[src/rtl/komandara_axi_pkg.sv]
// AXI response encodings shared by the Komandara AXI4-Lite master and the BRAM slave.
package komandara_axi_pkg;

  localparam logic [1:0] RESP_OKAY   = 2'b00;
  localparam logic [1:0] RESP_EXOKAY = 2'b01;
  localparam logic [1:0] RESP_SLVERR = 2'b10;
  localparam logic [1:0] RESP_DECERR = 2'b11;

  // EXOKAY is a success; only the two error codes raise the core-side error flag.
  function automatic logic resp_is_err(input logic [1:0] resp);
    return (resp == RESP_SLVERR) || (resp == RESP_DECERR);
  endfunction

endpackage

[src/rtl/komandara_axi4lite_master_if.sv]
// AXI4-Lite bus bundle with master and slave views.
interface komandara_axi4lite_master_if #(
  parameter int ADDR_W = 32,
  parameter int DATA_W = 32
);

  logic [ADDR_W-1:0]   awaddr;
  logic [2:0]          awprot;
  logic                awvalid;
  logic                awready;
  logic [DATA_W-1:0]   wdata;
  logic [DATA_W/8-1:0] wstrb;
  logic                wvalid;
  logic                wready;
  logic [1:0]          bresp;
  logic                bvalid;
  logic                bready;
  logic [ADDR_W-1:0]   araddr;
  logic [2:0]          arprot;
  logic                arvalid;
  logic                arready;
  logic [DATA_W-1:0]   rdata;
  logic [1:0]          rresp;
  logic                rvalid;
  logic                rready;

  modport master (
    output awaddr, awprot, awvalid, input awready,
    output wdata, wstrb, wvalid, input wready,
    input bresp, bvalid, output bready,
    output araddr, arprot, arvalid, input arready,
    input rdata, rresp, rvalid, output rready
  );

  modport slave (
    input awaddr, awprot, awvalid, output awready,
    input wdata, wstrb, wvalid, output wready,
    output bresp, bvalid, input bready,
    input araddr, arprot, arvalid, output arready,
    output rdata, rresp, rvalid, input rready
  );

endinterface

[src/rtl/komandara_axi4lite_master.sv]
// Core req/gnt memory port to AXI4-Lite master bridge, one outstanding transaction.
//
// state      | meaning
// ST_IDLE    | grant follows i_req; capture request payload
// ST_WR      | AW and/or W handshake still pending
// ST_WR_RESP | BREADY high, waiting for BVALID
// ST_RD_ADDR | ARVALID held until ARREADY
// ST_RD_RESP | RREADY high, waiting for RVALID
module komandara_axi4lite_master
  import komandara_axi_pkg::*;
#(
  parameter int AXI_ADDR_WIDTH = 32,
  parameter int AXI_DATA_WIDTH = 32
) (
  input  logic                        i_clk,
  input  logic                        i_rst,
  input  logic                        i_req,
  output logic                        o_gnt,
  input  logic                        i_we,
  input  logic [AXI_ADDR_WIDTH-1:0]   i_addr,
  input  logic [AXI_DATA_WIDTH-1:0]   i_wdata,
  input  logic [AXI_DATA_WIDTH/8-1:0] i_wstrb,
  input  logic [2:0]                  i_prot,
  output logic                        o_rvalid,
  output logic [AXI_DATA_WIDTH-1:0]   o_rdata,
  output logic                        o_err,
  komandara_axi4lite_master_if.master m_axi
);

  typedef enum logic [2:0] {
    ST_IDLE,
    ST_WR,
    ST_WR_RESP,
    ST_RD_ADDR,
    ST_RD_RESP
  } state_e;

  state_e                      state_q;
  logic [AXI_ADDR_WIDTH-1:0]   addr_q;
  logic [AXI_DATA_WIDTH-1:0]   wdata_q;
  logic [AXI_DATA_WIDTH/8-1:0] wstrb_q;
  logic [2:0]                  prot_q;
  logic                        awvalid_q, wvalid_q, arvalid_q;
  logic                        aw_done_q, w_done_q;
  logic                        rvalid_q, err_q;
  logic [AXI_DATA_WIDTH-1:0]   rdata_q;

  logic aw_hs, w_hs, aw_fin, w_fin;

  assign aw_hs  = awvalid_q && m_axi.awready;
  assign w_hs   = wvalid_q && m_axi.wready;
  // A handshake on this edge counts as done so both-at-once moves on immediately.
  assign aw_fin = aw_done_q || aw_hs;
  assign w_fin  = w_done_q || w_hs;

  always_ff @(posedge i_clk) begin
    if (i_rst) begin
      state_q   <= ST_IDLE;
      addr_q    <= '0;
      wdata_q   <= '0;
      wstrb_q   <= '0;
      prot_q    <= '0;
      awvalid_q <= 1'b0;
      wvalid_q  <= 1'b0;
      arvalid_q <= 1'b0;
      aw_done_q <= 1'b0;
      w_done_q  <= 1'b0;
      rvalid_q  <= 1'b0;
      err_q     <= 1'b0;
      rdata_q   <= '0;
    end else begin
      rvalid_q <= 1'b0;
      unique case (state_q)
        ST_IDLE: begin
          if (i_req) begin
            addr_q  <= i_addr;
            wdata_q <= i_wdata;
            wstrb_q <= i_wstrb;
            prot_q  <= i_prot;
            if (i_we) begin
              awvalid_q <= 1'b1;
              wvalid_q  <= 1'b1;
              state_q   <= ST_WR;
            end else begin
              arvalid_q <= 1'b1;
              state_q   <= ST_RD_ADDR;
            end
          end
        end
        ST_WR: begin
          if (aw_hs) begin
            awvalid_q <= 1'b0;
            aw_done_q <= 1'b1;
          end
          if (w_hs) begin
            wvalid_q <= 1'b0;
            w_done_q <= 1'b1;
          end
          if (aw_fin && w_fin) begin
            aw_done_q <= 1'b0;
            w_done_q  <= 1'b0;
            state_q   <= ST_WR_RESP;
          end
        end
        ST_WR_RESP: begin
          if (m_axi.bvalid) begin
            err_q    <= resp_is_err(m_axi.bresp);
            rvalid_q <= 1'b1;
            state_q  <= ST_IDLE;
          end
        end
        ST_RD_ADDR: begin
          if (m_axi.arready) begin
            arvalid_q <= 1'b0;
            state_q   <= ST_RD_RESP;
          end
        end
        ST_RD_RESP: begin
          if (m_axi.rvalid) begin
            rdata_q  <= m_axi.rdata;
            err_q    <= resp_is_err(m_axi.rresp);
            rvalid_q <= 1'b1;
            state_q  <= ST_IDLE;
          end
        end
        default: state_q <= ST_IDLE;
      endcase
    end
  end

  assign o_gnt    = (state_q == ST_IDLE) && i_req;
  assign o_rvalid = rvalid_q;
  assign o_rdata  = rdata_q;
  assign o_err    = err_q;

  assign m_axi.awaddr  = addr_q;
  assign m_axi.awprot  = prot_q;
  assign m_axi.awvalid = awvalid_q;
  assign m_axi.wdata   = wdata_q;
  assign m_axi.wstrb   = wstrb_q;
  assign m_axi.wvalid  = wvalid_q;
  assign m_axi.bready  = (state_q == ST_WR_RESP);
  assign m_axi.araddr  = addr_q;
  assign m_axi.arprot  = prot_q;
  assign m_axi.arvalid = arvalid_q;
  assign m_axi.rready  = (state_q == ST_RD_RESP);

endmodule

[src/flat_wrapper.sv]
// flat-port wrapper written by rule: the top's interface ports become plain ports
module komandara_axi4lite_master_flat import komandara_axi_pkg::*;
#(
  parameter int AXI_ADDR_WIDTH = 32,
  parameter int AXI_DATA_WIDTH = 32
)
  (i_clk, i_rst, i_req, o_gnt, i_we, i_addr, i_wdata, i_wstrb, i_prot, o_rvalid, o_rdata, o_err, m_axi_awaddr, m_axi_awprot, m_axi_awvalid, m_axi_awready, m_axi_wdata, m_axi_wstrb, m_axi_wvalid, m_axi_wready, m_axi_bresp, m_axi_bvalid, m_axi_bready, m_axi_araddr, m_axi_arprot, m_axi_arvalid, m_axi_arready, m_axi_rdata, m_axi_rresp, m_axi_rvalid, m_axi_rready);
  komandara_axi4lite_master_if #(.ADDR_W(32), .DATA_W(32)) m_axi_i ();
  input  logic i_clk;
  input  logic i_rst;
  input  logic i_req;
  output logic o_gnt;
  input  logic i_we;
  input  logic [AXI_ADDR_WIDTH-1:0] i_addr;
  input  logic [AXI_DATA_WIDTH-1:0] i_wdata;
  input  logic [AXI_DATA_WIDTH/8-1:0] i_wstrb;
  input  logic [2:0] i_prot;
  output logic o_rvalid;
  output logic [AXI_DATA_WIDTH-1:0] o_rdata;
  output logic o_err;
  output wire logic [$bits(m_axi_i.awaddr)-1:0] m_axi_awaddr;
  output wire logic [$bits(m_axi_i.awprot)-1:0] m_axi_awprot;
  output wire logic [$bits(m_axi_i.awvalid)-1:0] m_axi_awvalid;
  input wire logic [$bits(m_axi_i.awready)-1:0] m_axi_awready;
  output wire logic [$bits(m_axi_i.wdata)-1:0] m_axi_wdata;
  output wire logic [$bits(m_axi_i.wstrb)-1:0] m_axi_wstrb;
  output wire logic [$bits(m_axi_i.wvalid)-1:0] m_axi_wvalid;
  input wire logic [$bits(m_axi_i.wready)-1:0] m_axi_wready;
  input wire logic [$bits(m_axi_i.bresp)-1:0] m_axi_bresp;
  input wire logic [$bits(m_axi_i.bvalid)-1:0] m_axi_bvalid;
  output wire logic [$bits(m_axi_i.bready)-1:0] m_axi_bready;
  output wire logic [$bits(m_axi_i.araddr)-1:0] m_axi_araddr;
  output wire logic [$bits(m_axi_i.arprot)-1:0] m_axi_arprot;
  output wire logic [$bits(m_axi_i.arvalid)-1:0] m_axi_arvalid;
  input wire logic [$bits(m_axi_i.arready)-1:0] m_axi_arready;
  input wire logic [$bits(m_axi_i.rdata)-1:0] m_axi_rdata;
  input wire logic [$bits(m_axi_i.rresp)-1:0] m_axi_rresp;
  input wire logic [$bits(m_axi_i.rvalid)-1:0] m_axi_rvalid;
  output wire logic [$bits(m_axi_i.rready)-1:0] m_axi_rready;
  assign m_axi_awaddr = m_axi_i.awaddr;
  assign m_axi_awprot = m_axi_i.awprot;
  assign m_axi_awvalid = m_axi_i.awvalid;
  assign m_axi_i.awready = m_axi_awready;
  assign m_axi_wdata = m_axi_i.wdata;
  assign m_axi_wstrb = m_axi_i.wstrb;
  assign m_axi_wvalid = m_axi_i.wvalid;
  assign m_axi_i.wready = m_axi_wready;
  assign m_axi_i.bresp = m_axi_bresp;
  assign m_axi_i.bvalid = m_axi_bvalid;
  assign m_axi_bready = m_axi_i.bready;
  assign m_axi_araddr = m_axi_i.araddr;
  assign m_axi_arprot = m_axi_i.arprot;
  assign m_axi_arvalid = m_axi_i.arvalid;
  assign m_axi_i.arready = m_axi_arready;
  assign m_axi_i.rdata = m_axi_rdata;
  assign m_axi_i.rresp = m_axi_rresp;
  assign m_axi_i.rvalid = m_axi_rvalid;
  assign m_axi_rready = m_axi_i.rready;
  komandara_axi4lite_master #(.AXI_ADDR_WIDTH(AXI_ADDR_WIDTH), .AXI_DATA_WIDTH(AXI_DATA_WIDTH)) u_core (.i_clk(i_clk), .i_rst(i_rst), .i_req(i_req), .o_gnt(o_gnt), .i_we(i_we), .i_addr(i_addr), .i_wdata(i_wdata), .i_wstrb(i_wstrb), .i_prot(i_prot), .o_rvalid(o_rvalid), .o_rdata(o_rdata), .o_err(o_err), .m_axi(m_axi_i));
endmodule
[config.mk]
export PLATFORM = sky130hd
export DESIGN_NAME = komandara_axi4lite_master_flat
export DESIGN_NICKNAME = d
export VERILOG_FILES = /design/src/rtl/komandara_axi_pkg.sv /design/src/rtl/komandara_axi4lite_master_if.sv /design/src/rtl/komandara_axi4lite_master.sv /design/src/flat_wrapper.sv
export SDC_FILE = /design/constraint.sdc
export NUM_CORES = 1
export LEC_CHECK = 0
export ABC_AREA = 1
export BUFFER_PORTS_ARGS = -buffer_cell sky130_fd_sc_hd__buf_2
export CAP_MARGIN = 15
export CORE_MARGIN = 5
export CORE_UTILIZATION = 39
export CTS_CLUSTER_SIZE = 40
export DETAILED_ROUTE_END_ITERATION = 10
export PLACE_DENSITY = 0.75
export SLEW_MARGIN = 20
export SYNTH_ARGS = -nofsm -noshare
export SYNTH_HDL_FRONTEND = slang
export SYNTH_SLANG_ARGS = --single-unit
[constraint.sdc]
create_clock -name i_clk -period 1.3 [get_ports i_clk]
set_input_delay 0.13 -clock i_clk [delete_from_list [all_inputs] [get_ports i_clk]]
set_output_delay 0.13 -clock i_clk [all_outputs]
set_load 0.005 [all_outputs]
==> results.txt <==
status: complete, but fails checks
failing checks: negative setup slack
CTS tree: yes
area of the core: 11300 um2
Synth Warn #: 0
initial antenna violation count: 0
HPWL Detailed: 9600 um
synthesized net count: 691
Final Setup Violations: 52
Tcrit/Tclk final: 115%
Worst EP required: 1.63 ns
Synth area leader: dfxtp_1
Post-Layout Inst Area: 8330 um2
first-pass GRT wire length: 24300 um
clock sink count: 113
Routed Wire Length: 20300 um
most common cell in the synthesized netlist: nand2_1
clock-pin slew on the worst setup and hold paths: 0.05 ns
WP data arrival: 1.82 ns
NumNets Final: 1043
RSZ-0062 raised after global routing: yes
fmax: 671 MHz
DR vias/cell: 5.09
Synth top cells by count: 193 x nand2_1, 113 x dfxtp_1, 112 x a21oi_1
CTS Buffer Depth: 2
Tot GR Track Use: 23.0%
Residual DRC: 0
Die Width: 117 um
H-tree depth: 4
max cap viols: 0
Slew Limit Headroom: 72.4%
critical path launch point type: flop
die height: 117 um
Power Density: 1610 nW/um2
Worst-Skew Late Latency: 0.41 ns
Syn Std Cell Area: 4450 um2
Final Hold Viols: 0
FP Rows: 39
share of cells above drive strength 1: 49.8%
vias in the first global route: 4889
Placement Cell Area: 5700 um2
number of flops mapped to enable cells by yosys: 0
post-route ant nets: 0
Die ar.: 13700 um2
post-layout min period: 1.49 ns
min-delay worst type: input port to flop
Crit Path Max Fanout: 11
total power: 13.4 mW
top-area cell type share of the netlist area: 50.8%
worst vdd ir: 1140 uV
Synth-to-Final Area Change: 87.1%
Port-buffer cells: 259
post-route setup TNS: -4.18 ns
Synth Register Bits: 113
Starting Density: 39.3%
sequential element share of the synthesized area: 50.8%
Iter 0 DRT Violations: 376
top_reg_cell synth: dfxtp_1
PnR worst setup slack: -0.191 ns
clk root buf: clkbuf_16
crit end category: flop
syn avg cell area: 7.74 um2
largest net degree at the start of global routing: 56
Static Leak: 3.85 nW
Max Clock Skew: 0.00893 ns
Num CTS Buffers: 17
GP Congestion: 0.822
total grt overflow: 0
via count: 5507
Pins Over Slew Limit: 0
# fillers: 697
top cells by area, synth: dfxtp_1 51%, nand2_1 16%, a21oi_1 13%
Netlist cell types: 18
measured slew at the worst slew-check pin: 0.413 ns
Async S/R FF share, synth: 0%
iteration count of the initial detailed-routing pass: 5
critical path type: flop to flop
routed len/inst: 18.8 um
Top-Level Pins: 262
Mapped Cells: 575
-- path summary, 6_finish.rpt --
path | from | cells past startpoint | to | slack (ns)
max | u_core.state_q[0] | 8 | u_core.o_rdata[2] | -0.19
max reg2reg | u_core.state_q[0] | 8 | u_core.o_rdata[2] | -0.19
min reg2reg | u_core.aw_done_q | 2 | u_core.aw_done_q | 0.46
min | m_axi_rresp[1] | 3 | u_core.o_err | 0.04
-- where the power goes --
group / switching [mW] / leakage (nW) / internal, mW / total [mW]
Sequential: 0.360 / 0.923 / 4.01 / 4.37
Clock: 1.54 / 0.270 / 2.88 / 4.42
Combinational: 2.40 / 2.66 / 2.20 / 4.59
-- layer usage --
metal / share of wire, % / track usage [%]
met1: 35 / 24.2
met2: 52 / 41.8
met3: 10 / 8.28
met4: 3.6 / 9.25
met5: 0 / 0
-- cells in the final DEF (no fill, tap or decap), types with 2 or more instances in the layout --
cell,count
dfxtp_1,110
a21oi_2,61
nand2_2,18
dlygate4sd3_1,102
inv_1,17
bufinv_16,2
a21oi_1,51
buf_6,8
nor2_1,10
clkinv_2,3
o21ai_0,5
nor2_4,4
buf_8,3
nand3_4,7
nand2_1,149
inv_2,5
clkbuf_1,5
clkbuf_8,2
buf_2,256
buf_4,16
nand3_2,10
buf_16,2
clkbuf_16,23
nand3_1,21
buf_12,10
nand2_4,29
dfxtp_2,2
-- through the flow --
step | utilization (%) | cells | setup WS, ns | hold WS [ns]
final | 73.6 | 1082 | -0.191 | 0.0420
after global routing | 73.6 | 1081 | -0.223 | 0.0406
after CTS | 65.6 | 1069 | -0.183 | 0.0256
after detailed placement | 50.3 | 930 | -0.122 | 0.384
after global placement | 50.3 | 930 | -0.0755 | 0.379
after floorplan | - | 575 | 0.0598 | 0.273
-- state kept, by name, indices dropped and copies added (netlist names) --
register and flops:
u_core.aw_done_q 1, u_core.o_rdata 32, u_core.o_err 1, u_core.m_axi.arvalid 1, u_core.m_axi.arprot 3, u_core.m_axi.wstrb 4
u_core.w_done_q 1, u_core.state_q 3, u_core.m_axi.awvalid 1, u_core.o_rvalid 1, u_core.m_axi.araddr 32, u_core.m_axi.wvalid 1
u_core.m_axi.wdata 32
-- cell families after synthesis --
kind of cell           Yosys count  synth area share [%]
AO/OA/AOI/OAI                  118                  13.3
AND/OR/NAND/NOR                250                  22.9
buffers and inverters           94                  13.0
flip-flops                     113                  50.8
-- critical path, cell delays in order, from the launching register on --
cell	delay (ns)
dfxtp_2	0.32
inv_2	0.07
nand2_4	0.06
buf_6	0.12
nor2_4	0.14
buf_12	0.14
buf_4	0.18
nand3_1	0.15
a21oi_1	0.23
-- final cells by class --
| class | instances | area (um2) | share of cell area [%] |
|---|---|---|---|
| Sequential cell | 113 | 2270 | 27.2 |
| Clock inverter | 6 | 82.6 | 0.991 |
| Inverter | 23 | 93.8 | 1.13 |
| Multi-Input combinational cell | 369 | 2270 | 27.3 |
| Antenna cell | 1 | 2.50 | 0.0300 |
| Tap cell | 143 | 179 | 2.15 |
| Clock buffer | 24 | 472 | 5.66 |
| Timing Repair Buffer | 403 | 2960 | 35.6 |
-- timing repair --
| item | in CTS | in global routing |
|---|---|---|
| endpoints found under the setup margin | 55 | 104 |
| hold buffers | 102 | 0 |
| endpoints found under the hold margin | 102 | 0 |
| pin swaps | 2 | 39 |
| cloned | 2 | 8 |
| setup buffers | 6 | 5 |
| resized for setup | 19 | 176 |
Power figures use the tool's default switching activity.
